--- config.mk ---
export PLATFORM = sky130hd
export DESIGN_NAME = vga_timing_gen_flat
export DESIGN_NICKNAME = d
export VERILOG_FILES = /design/src/rtl/vga_pkg.sv /design/src/rtl/vga_if.sv /design/src/rtl/vga_axis_counter.sv /design/src/rtl/vga_timing_gen.sv /design/src/flat_wrapper.sv
export SDC_FILE = /design/constraint.sdc
export NUM_CORES = 1
export LEC_CHECK = 0
export BUFFER_PORTS_ARGS = -buffer_cell sky130_fd_sc_hd__buf_2
export CORE_MARGIN = 5
export CORE_UTILIZATION = 52
export DETAILED_ROUTE_END_ITERATION = 7
export PLACE_DENSITY = 0.79
export SYNTH_ARGS = -nofsm -noshare
export SYNTH_HDL_FRONTEND = slang
export SYNTH_HIERARCHICAL = 1
export SYNTH_SLANG_ARGS = --single-unit
--- constraint.sdc ---
create_clock -name clk -period 3 [get_ports clk]
set_input_delay 0.45 -clock clk [delete_from_list [all_inputs] [get_ports clk]]
set_output_delay 0.45 -clock clk [all_outputs]
set_load 0.1 [all_outputs]
--- src/rtl/vga_pkg.sv ---
// 800x600@60 raster timing constants and the shared counter type.
// Pure declarations: no logic, no latency.
package vga_pkg;

    localparam int HOR_PIXELS      = 800;
    localparam int HOR_FRONT_PORCH = 40;
    localparam int HOR_SYNC_TIME   = 128;
    localparam int HOR_TOTAL       = 1056;

    localparam int VER_PIXELS      = 600;
    localparam int VER_FRONT_PORCH = 1;
    localparam int VER_SYNC_TIME   = 4;
    localparam int VER_TOTAL       = 628;

    localparam int HOR_SYNC_START  = HOR_PIXELS + HOR_FRONT_PORCH;
    localparam int VER_SYNC_START  = VER_PIXELS + VER_FRONT_PORCH;

    typedef logic [10:0] vga_cnt_t;

endpackage

--- src/rtl/vga_if.sv ---
// Pixel-stream link between raster stages: position, syncs, blanking and colour.
// No handshake; the stream advances with the shared pixel clock.
interface vga_if;
    import vga_pkg::*;

    vga_cnt_t    hcount;
    vga_cnt_t    vcount;
    logic        hsync;
    logic        vsync;
    logic        hblnk;
    logic        vblnk;
    logic [11:0] rgb;

    modport out (output hcount, vcount, hsync, vsync, hblnk, vblnk, rgb);
    modport in  (input  hcount, vcount, hsync, vsync, hblnk, vblnk, rgb);

endinterface

--- src/rtl/vga_axis_counter.sv ---
// One raster axis: wrapping counter with blank/sync flags decoded from the next count.
// Count and flags are registered together, so they never skew; wrap is the terminal count.
module vga_axis_counter
    import vga_pkg::*;
#(
    parameter int   TOTAL      = HOR_TOTAL,
    parameter int   ACTIVE     = HOR_PIXELS,
    parameter int   SYNC_START = HOR_SYNC_START,
    parameter int   SYNC_LEN   = HOR_SYNC_TIME,
    parameter logic POL        = 1'b1
) (
    input  logic     clk,
    input  logic     rst,
    input  logic     step,
    output vga_cnt_t cnt,
    output logic     blnk,
    output logic     sync,
    output logic     wrap
);

    localparam vga_cnt_t LAST       = vga_cnt_t'(TOTAL - 1);
    localparam vga_cnt_t ACT        = vga_cnt_t'(ACTIVE);
    localparam vga_cnt_t SYNC_FIRST = vga_cnt_t'(SYNC_START);
    localparam vga_cnt_t SYNC_LAST  = vga_cnt_t'(SYNC_START + SYNC_LEN - 1);
    localparam vga_cnt_t ONE        = vga_cnt_t'(1);

    vga_cnt_t cnt_q, cnt_d;
    logic     blnk_q, blnk_d;
    logic     sync_q, sync_d;

    always_comb begin
        cnt_d = cnt_q;
        if (step) begin
            cnt_d = (cnt_q == LAST) ? '0 : cnt_q + ONE;
        end
        blnk_d = (cnt_d >= ACT);
        sync_d = ((cnt_d >= SYNC_FIRST) && (cnt_d <= SYNC_LAST)) ? POL : ~POL;
    end

    always_ff @(posedge clk) begin
        if (rst) begin
            cnt_q  <= '0;
            blnk_q <= 1'b0;
            sync_q <= ~POL;
        end else begin
            cnt_q  <= cnt_d;
            blnk_q <= blnk_d;
            sync_q <= sync_d;
        end
    end

    assign cnt  = cnt_q;
    assign blnk = blnk_q;
    assign sync = sync_q;
    assign wrap = (cnt_q == LAST);

endmodule

--- src/rtl/vga_timing_gen.sv ---
// Source of the vga_if stream: raster counters, syncs, blanking and frame_start strobe.
// All outputs registered, flags aligned with counts; en=0 freezes everything.
module vga_timing_gen
    import vga_pkg::*;
#(
    parameter logic HSYNC_POL    = 1'b1,
    parameter logic VSYNC_POL    = 1'b1,
    parameter int   H_ACTIVE     = HOR_PIXELS,
    parameter int   H_SYNC_START = HOR_SYNC_START,
    parameter int   H_SYNC_LEN   = HOR_SYNC_TIME,
    parameter int   H_TOTAL      = HOR_TOTAL,
    parameter int   V_ACTIVE     = VER_PIXELS,
    parameter int   V_SYNC_START = VER_SYNC_START,
    parameter int   V_SYNC_LEN   = VER_SYNC_TIME,
    parameter int   V_TOTAL      = VER_TOTAL
) (
    input  logic clk,
    input  logic rst,
    input  logic en,
    vga_if.out   vga_out,
    output logic frame_start
);

    vga_cnt_t h_cnt, v_cnt;
    logic     h_blnk, v_blnk;
    logic     h_sync, v_sync;
    logic     h_wrap, v_wrap;
    logic     v_step;
    logic     frame_start_q, frame_start_d;

    assign v_step = en & h_wrap;

    vga_axis_counter #(
        .TOTAL      (H_TOTAL),
        .ACTIVE     (H_ACTIVE),
        .SYNC_START (H_SYNC_START),
        .SYNC_LEN   (H_SYNC_LEN),
        .POL        (HSYNC_POL)
    ) u_hcnt (
        .clk  (clk),
        .rst  (rst),
        .step (en),
        .cnt  (h_cnt),
        .blnk (h_blnk),
        .sync (h_sync),
        .wrap (h_wrap)
    );

    vga_axis_counter #(
        .TOTAL      (V_TOTAL),
        .ACTIVE     (V_ACTIVE),
        .SYNC_START (V_SYNC_START),
        .SYNC_LEN   (V_SYNC_LEN),
        .POL        (VSYNC_POL)
    ) u_vcnt (
        .clk  (clk),
        .rst  (rst),
        .step (v_step),
        .cnt  (v_cnt),
        .blnk (v_blnk),
        .sync (v_sync),
        .wrap (v_wrap)
    );

    // Both axes at their terminal count: the coming edge lands on (0,0).
    assign frame_start_d = en & h_wrap & v_wrap;

    always_ff @(posedge clk) begin
        if (rst) begin
            frame_start_q <= 1'b0;
        end else begin
            frame_start_q <= frame_start_d;
        end
    end

    assign frame_start    = frame_start_q;
    assign vga_out.hcount = h_cnt;
    assign vga_out.vcount = v_cnt;
    assign vga_out.hsync  = h_sync;
    assign vga_out.vsync  = v_sync;
    assign vga_out.hblnk  = h_blnk;
    assign vga_out.vblnk  = v_blnk;
    assign vga_out.rgb    = '0;

endmodule

--- src/flat_wrapper.sv ---
// flat-port wrapper written by rule: the top's interface ports become plain ports
module vga_timing_gen_flat import vga_pkg::*;
#(
    parameter logic HSYNC_POL    = 1'b1,
    parameter logic VSYNC_POL    = 1'b1,
    parameter int   H_ACTIVE     = HOR_PIXELS,
    parameter int   H_SYNC_START = HOR_SYNC_START,
    parameter int   H_SYNC_LEN   = HOR_SYNC_TIME,
    parameter int   H_TOTAL      = HOR_TOTAL,
    parameter int   V_ACTIVE     = VER_PIXELS,
    parameter int   V_SYNC_START = VER_SYNC_START,
    parameter int   V_SYNC_LEN   = VER_SYNC_TIME,
    parameter int   V_TOTAL      = VER_TOTAL
)
  (clk, rst, en, frame_start, vga_out_hcount, vga_out_vcount, vga_out_hsync, vga_out_vsync, vga_out_hblnk, vga_out_vblnk, vga_out_rgb);
  vga_if vga_out_i ();
  input  logic clk;
  input  logic rst;
  input  logic en;
  output logic frame_start;
  output wire logic [$bits(vga_out_i.hcount)-1:0] vga_out_hcount;
  output wire logic [$bits(vga_out_i.vcount)-1:0] vga_out_vcount;
  output wire logic [$bits(vga_out_i.hsync)-1:0] vga_out_hsync;
  output wire logic [$bits(vga_out_i.vsync)-1:0] vga_out_vsync;
  output wire logic [$bits(vga_out_i.hblnk)-1:0] vga_out_hblnk;
  output wire logic [$bits(vga_out_i.vblnk)-1:0] vga_out_vblnk;
  output wire logic [$bits(vga_out_i.rgb)-1:0] vga_out_rgb;
  assign vga_out_hcount = vga_out_i.hcount;
  assign vga_out_vcount = vga_out_i.vcount;
  assign vga_out_hsync = vga_out_i.hsync;
  assign vga_out_vsync = vga_out_i.vsync;
  assign vga_out_hblnk = vga_out_i.hblnk;
  assign vga_out_vblnk = vga_out_i.vblnk;
  assign vga_out_rgb = vga_out_i.rgb;
  vga_timing_gen #(.HSYNC_POL(HSYNC_POL), .VSYNC_POL(VSYNC_POL), .H_ACTIVE(H_ACTIVE), .H_SYNC_START(H_SYNC_START), .H_SYNC_LEN(H_SYNC_LEN), .H_TOTAL(H_TOTAL), .V_ACTIVE(V_ACTIVE), .V_SYNC_START(V_SYNC_START), .V_SYNC_LEN(V_SYNC_LEN), .V_TOTAL(V_TOTAL)) u_core (.clk(clk), .rst(rst), .en(en), .vga_out(vga_out_i), .frame_start(frame_start));
endmodule
# Word-level counts from Yosys, hierarchy flattened
# Cells that the tools add are included.
# totals
regBits	27
inputBits	3
output_inout_bits	39
elab_cells	27
# op_classes
add_sub_neg	2
magnitude_cmp	6
eq_ne	2
muxes	6
bitwise_logic	2
n_reduce_logical	2
# op_table
operator	n
11-bit by 10-bit greater-or-equal comparator with 1-bit output (second input constant)	4
11-bit two-way mux	4
11-bit by 1-bit adder with 11-bit output (second input constant)	2
11-bit by 10-bit less-or-equal comparator with 1-bit output (second input constant)	2
11-bit by 10-bit == test with 1-bit output (second input constant)	1
11-bit == test (second input constant)	1
1-bit bitwise AND	2
1-bit logical AND	2
1-bit two-way mux	2

# Logic depth before layout (Yosys ltp)
# Gate-level depths: netlist of the first run.
# depth
word_depth	6
mapped_depth	10
depth_no_buf	9

# Hierarchy
# Netlist of the first run, hierarchy kept.
# by_module_without_submodules
module	n_inst	cells_each	area_each_um2	seq_area_each_um2
vga_axis_counter at u_core.u_vcnt	1	89	757.0	260.2
vga_axis_counter at u_core.u_hcnt	1	83	729.4	260.2
vga_timing_gen	1	16	130.1	20.0

# Least setup slack after synthesis of the first run
# OpenSTA, ideal clock, no wires.
# synth_timing
path_type	reg2reg
from	register u_core.u_hcnt.cnt_q[0], in the netlist u_core/u_hcnt/cnt[0]
to	register u_core.u_vcnt.blnk_q, in the netlist u_core/u_vcnt/blnk
setup_ns	0.129
arrival_time_ns	2.878
required_time_ns	2.871
setup_slack_ns	-0.006
stages_incl_launch_ff	10
n_path_buf	0
period_less_slack_ns	3.006
path_cell_list	dfxtp_1 ha_1 and3_2 and3_1 and2_1 nand3_1 nor3_1 a31oi_1 o311ai_1 nand3b_1
# synth_between
elab_chain_len	4
# synth_rtl
item	line	rtl
start, declared	vga_axis_counter.sv:27	vga_cnt_t cnt_q, cnt_d;
start signal, assigned	vga_axis_counter.sv:46	cnt_q <= cnt_d;
11-bit == test	vga_axis_counter.sv:55	assign wrap = (cnt_q == LAST);
named net u_core.h_wrap	vga_timing_gen.sv:27	logic h_wrap, v_wrap;
1-bit bitwise AND	vga_timing_gen.sv:31	assign v_step = en & h_wrap;
named net u_core.v_step	vga_timing_gen.sv:28	logic v_step;
11-bit two-way mux	vga_axis_counter.sv:33	if (step) begin
11-bit by 10-bit greater-or-equal comparator with 1-bit output	vga_axis_counter.sv:36	blnk_d = (cnt_d >= ACT);
end signal, assigned	vga_axis_counter.sv:47	blnk_q <= blnk_d;
end, declared	vga_axis_counter.sv:28	logic blnk_q, blnk_d;
# The timed path passes the listed nets, and every way through them passes these cells.
# A chain may end at the register's enable or synchronous reset.

# Final worst setup path of the first run
# layout_timing
from	register u_core.u_hcnt.cnt_q[6], in the netlist u_core/u_hcnt/cnt[6]
to	register u_core.u_vcnt.blnk_q, in the netlist u_core/u_vcnt/blnk
# Same word-level chain as after synthesis.

==> results_dict.tcl, run 1 <==
set metrics [dict create \
    slowest_stage "dfxtp_1" \
    cts_sinks 27 \
    synth_common_cells "dfxtp_1 (27), nor2_1 (26), buf_4 (12)" \
    cts_max_path_buffers 2 \
    r2r_cells 9 \
    crit_buf_inv 0 \
    path_max_fanout 12 \
    synth-xor-area-share 0.108 \
    syn-instance-count 188 \
    synthMuxAreaShare 0.00619 \
    synthSimpleGateAreaFrac 0.340 \
    yosys_register_bits 27 \
    die_w_um 65.8 \
    dr.pass1.iters 4 \
    utilization 0.577 \
    cts_buffers 3 \
    status "completed" \
    ys_warn_count 6 \
    holdBufCountCts 0 \
    drt_wl_total_um 3380 \
    hold_slack_ns 0.436 \
    cp.arrival_ns 3.00 \
    synth_top_family_by_area "simple AND/OR/NAND/NOR gates" \
    ios 42 \
    vias_per_cell 5.36 \
    grt_pass1_vias 1237 \
    syn_area_per_cell_um2 8.60 \
    r2r_setup_slack_ns 0.23 \
    drive_gt1_frac 0.220 \
    timing.rr.start "u_core/u_hcnt/cnt[6]" \
    fin_ws_ns 0.225 \
    r2r_end "u_core/u_vcnt/blnk" \
    placed_cells 254 \
    finalMaxSlewViolations 0 \
    ctsResizeCount 0 \
    antenna_cells 0 \
    netlist_area_um2 1620 \
    hp-class "in -> reg" \
    routedWlPerCell_um 13.1 \
    cts_setup_buffers 0 \
    root_buffer "clkbuf_4" \
    io_buffers 29 \
    drc 0 \
    period_share 0.925 \
    gp_congestion 0.865 \
    antenna_found_initial 0 \
    ys_seq_area_frac 0.334 \
    startpoint_type "register" \
    grt_max_degree 16 \
    clock_latency_ns 0.33 \
    nNetsFinal 220 \
    hpwl_um 2500 \
    fin_cells 258 \
    antenna_left 0 \
    crit_family "simple AND/OR/NAND/NOR gates" \
    critPathKind "reg -> reg" \
    synthAdderAreaFrac 0.0155 \
    drt_iter0_drc 65 \
    synth_edf_count 0 \
    routed-via-count 1383 \
    min_period_ns 2.77 \
    crit_chain "or2_1 -> nor4_2 -> and3_1 -> and2_1 -> nand3_1 -> nor3_1 -> a31oi_1 -> o311ai_1 -> nand3b_1" \
    power.total_mw 0.636 \
    dpl_cell_area_um2 1720 \
    synth_top_area_frac 0.334 \
    p_leak_nw 0.726 \
    ys_async_sr_fraction 0 \
    cts_tree "built" \
    track_usage 0.169 \
    grt_overflow 0 \
    yosys_most_used_dff "dfxtp_1" \
    rows 20 \
    grt_setup_unrepaired "false" \
    grt_first_pass_wirelength_um 5690 \
    fin_skew_ns 0.00178 \
    synth_top_cell_by_area "dfxtp_1" \
    pre_cts_slack_ns 0.277 \
    dieArea_um2 4320 \
    fmax_mhz 360 \
    cp.required_ns 3.23 \
    initial_core_util 0.534 \
    hp-start "rst" \
    cpPeakStageDelay_ns 0.41 \
    synth_compound_area_frac 0.0960 \
    yosysUniqueCellTypes 50 \
    hold_depth 2 \
    power_density_nw_per_um2 364 \
    setup-tns-final_ns 0 \
    core_um2 3030 \
    path_clk_slew_ns 0.15 \
    end_kind "register" \
    htreeDepth 1 \
    min_to "u_core/u_hcnt/cnt[4]" \
    setup_violations 0 \
    area_delta_synth_final_pct 8.13 \
    drv_cap 0 \
    hold_viol 0 \
    yosysMostFrequentCell "dfxtp_1" \
    dieHeight_um 65.8 \
    synth_area_leaders "dfxtp_1 (33%), nor2_1 (6.0%), buf_4 (5.6%)" \
    fin_area_um2 1750 \
    irDropWorstVdd_uv 274 \
]
-- worst max path at each step --
stage                              start                 end  slack, ns  cells past startpoint
floorplan           u_core/u_hcnt/cnt[1]  u_core/u_vcnt/blnk      0.003                      9
global placement    u_core/u_hcnt/cnt[6]  u_core/u_vcnt/blnk       0.42                      9
detailed placement  u_core/u_hcnt/cnt[6]  u_core/u_vcnt/blnk       0.28                      9
CTS                 u_core/u_hcnt/cnt[6]  u_core/u_vcnt/blnk       0.26                      9
global route        u_core/u_hcnt/cnt[6]  u_core/u_vcnt/blnk     0.0006                      9
finish              u_core/u_hcnt/cnt[6]  u_core/u_vcnt/blnk       0.23                      9
-- sequential cells by signal, summed over array words and instances, names as in the netlist --
signal	count
u_core/u_hcnt/blnk	1
u_core/u_vcnt/cnt	11
u_core/u_hcnt/sync	1
u_core/frame_start	1
u_core/u_vcnt/blnk	1
u_core/u_vcnt/sync	1
u_core/u_hcnt/cnt	11
-- kinds of logic after synthesis --
kind of cell | count (synthesis)
other | 1
AO/OA/AOI/OAI | 23
buffers and inverters | 23
multiplexers | 1
adder cells (fa/ha/maj) | 2
XOR/XNOR | 20
flip-flops | 27
AND/OR/NAND/NOR | 91
-- power by group --
part | total (mW) | switching (mW) | leakage [nW] | internal, mW
clock network | 0.162 | 0.112 | 0.0177 | 0.0501
registers | 0.367 | 0.00511 | 0.218 | 0.362
logic | 0.107 | 0.0984 | 0.490 | 0.00831
-- metal layers --
| layer | vias to the layer above | part of all wire | GRT usage |
|---|---|---|---|
| met5 | - | 0 | 0 |
| li1 | 697 | - | - |
| met1 | 656 | 0.50 | 0.231 |
| met3 | 2 | 0.044 | 0.0342 |
| met2 | 28 | 0.45 | 0.265 |
| met4 | 0 | 0.0041 | 0.0544 |
-- final cells by class --
cell class | count | area [um^2]
timing repair buffer | 29 | 145
tap | 44 | 55.1
multi-input combinational | 149 | 960
clock buffer | 3 | 22.5
sequential | 27 | 542
inverter | 5 | 18.8
fill | 296 | 1280
clock inverter | 1 | 5.00
-- layout by cell type, fill, tap and decap left out, drive strengths merged, types with 3 or more instances in the layout --
cell / n
xor2: 10
conb: 12
nor2: 26
nand4b: 3
nand3b: 3
and3: 3
dfxtp: 27
nand2: 11
xnor2: 10
inv: 5
nand4: 10
a21oi: 7
clkbuf: 3
nor3: 7
and2: 4
buf: 29
nand3: 10
No activity file was read; power rests on OpenSTA's default activity.
==> run 2: changes to the inputs <==
Settings changed: CELL_PAD_IN_SITES_DETAIL_PLACEMENT set to 0, CELL_PAD_IN_SITES_GLOBAL_PLACEMENT set to 1, CORE_UTILIZATION 52 to 38, PLACE_DENSITY 0.79 to unset, PLACE_DENSITY_LB_ADDON set to 0.1.
==> results_dict.tcl, run 2 (synthesis results as in run 1) <==
set metrics [dict create \
    status "completed" \
    clock_latency_ns 0.27 \
    drive_gt1_frac 0.233 \
    vias_per_cell 5.28 \
    mostFrequentLayoutCells "buf_2 (29), dfxtp_1 (26), nor2_1 (26), conb_1 (12)" \
    dr.pass1.iters 4 \
    rows 23 \
    gp_congestion 0.815 \
    routed-via-count 1399 \
    crit_buf_inv 0 \
    critPathKind "reg -> reg" \
    grt_setup_unrepaired "false" \
    finalMaxSlewViolations 0 \
    cts_max_path_buffers 2 \
    routedWlPerCell_um 14.2 \
    setup-tns-final_ns 0 \
    hold_viol 0 \
    core_um2 4060 \
    irDropWorstVdd_uv 283 \
    hp-class "in -> reg" \
    drc 0 \
    setup_violations 0 \
    htreeDepth 1 \
    area_delta_synth_final_pct 10.8 \
    root_buffer "clkbuf_8" \
    io_buffers 29 \
    antenna_found_initial 0 \
    p_sw_mw 0.222 \
    period_share 0.881 \
    antenna_cells 0 \
    r2r_cells 9 \
    crit_cells 9 \
    grt_max_degree 17 \
    combPwrFrac 0.156 \
    grt_first_pass_wirelength_um 6140 \
    fin_skew_ns 0.00403 \
    drt_wl_total_um 3770 \
    internal-power_mw 0.464 \
    drv_cap 0 \
    hold_depth 2 \
    grt_pass1_vias 1251 \
    min_period_ns 2.64 \
    utilization 0.441 \
    dpl_cell_area_um2 1740 \
    crit_chain "or2_1 -> nor4_2 -> and3_1 -> and2_2 -> nand3_1 -> nor4b_2 -> xor2_1 -> nand4_1 -> nor3_1" \
    cp.arrival_ns 2.84 \
    antenna_left 0 \
    p_seq_frac 0.535 \
    fmax_mhz 379 \
    ctsResizeCount 0 \
    dieArea_um2 5660 \
    end_kind "register" \
    track_usage 0.138 \
    cts_tree "built" \
    holdBufCountCts 0 \
    startpoint_type "register" \
    nNetsFinal 221 \
    cp.required_ns 3.20 \
    die_w_um 75.2 \
    cts_sinks 27 \
    drt_iter0_drc 94 \
    cts_setup_buffers 0 \
    dieHeight_um 75.2 \
    path_clk_slew_ns 0.10 \
    switching_share 0.324 \
    grt_overflow 0 \
    hpwl_um 2820 \
    initial_core_util 0.398 \
    p_leak_nw 0.736 \
    path_max_fanout 12 \
    slowest_stage "dfxtp_1" \
    cpPeakStageDelay_ns 0.40 \
    crit_family "simple AND/OR/NAND/NOR gates" \
    ios 42 \
    fin_area_um2 1790 \
    cts_buffers 3 \
    final_common_cell "buf_2" \
    power_density_nw_per_um2 383 \
    p_clk_frac 0.309 \
]
## run 2: path summary, 6_finish.rpt
path,to,startpoint,slack [ns]
min,u_core/u_hcnt/cnt[6],rst,0.50
min reg2reg,u_core/u_hcnt/cnt[0],u_core/u_hcnt/cnt[0],0.59
max,u_core/u_vcnt/sync,u_core/u_hcnt/cnt[6],0.36
max reg2reg,u_core/u_vcnt/sync,u_core/u_hcnt/cnt[6],0.36
## run 2: power groups by stage
stage / Clock, mW / Combinational [mW] / Sequential [mW]
floorplan: 0 / 0.0910 / 0.395
global placement: 0 / 0.106 / 0.375
detailed placement: 0 / 0.106 / 0.375
CTS: 0.222 / 0.107 / 0.367
global route: 0.237 / 0.111 / 0.368
finish: 0.212 / 0.107 / 0.367
## run 2: worst reg2reg max path, stage by stage (launching register included)
cell	delay, ns
dfxtp_1	0.40
or2_1	0.29
nor4_2	0.26
and3_1	0.21
and2_2	0.25
nand3_1	0.24
nor4b_2	0.30
xor2_1	0.26
nand4_1	0.15
nor3_1	0.20
## run 2: cell type report
| type | instances | area [um^2] |
|---|---|---|
| Multi-Input combinational cell | 149 | 966 |
| Fill cell | 428 | 2270 |
| Clock inverter | 1 | 7.51 |
| Clock buffer | 3 | 41.3 |
| Sequential cell | 27 | 542 |
| Inverter | 5 | 18.8 |
| Timing Repair Buffer | 30 | 153 |
| Tap cell | 50 | 62.6 |
## run 2: layer usage
layer,vias to the layer above,routed length (um),global-route usage
met3,6,278,0.0320
li1,708,-,-
met2,46,1570,0.198
met5,-,0,0
met4,0,47,0.0350
met1,639,1870,0.207
## run 2: stage by stage
stage | setup slack [ns] | power, mW | hold WS (ns) | cells
after global routing | 0.109 | 0.715 | 0.519 | 265
after floorplan | 0.00302 | 0.486 | 0.519 | 199
after detailed placement | 0.146 | 0.481 | 0.572 | 261
after global placement | 0.390 | 0.481 | 0.560 | 261
after CTS | 0.132 | 0.695 | 0.493 | 265
final | 0.358 | 0.686 | 0.500 | 265
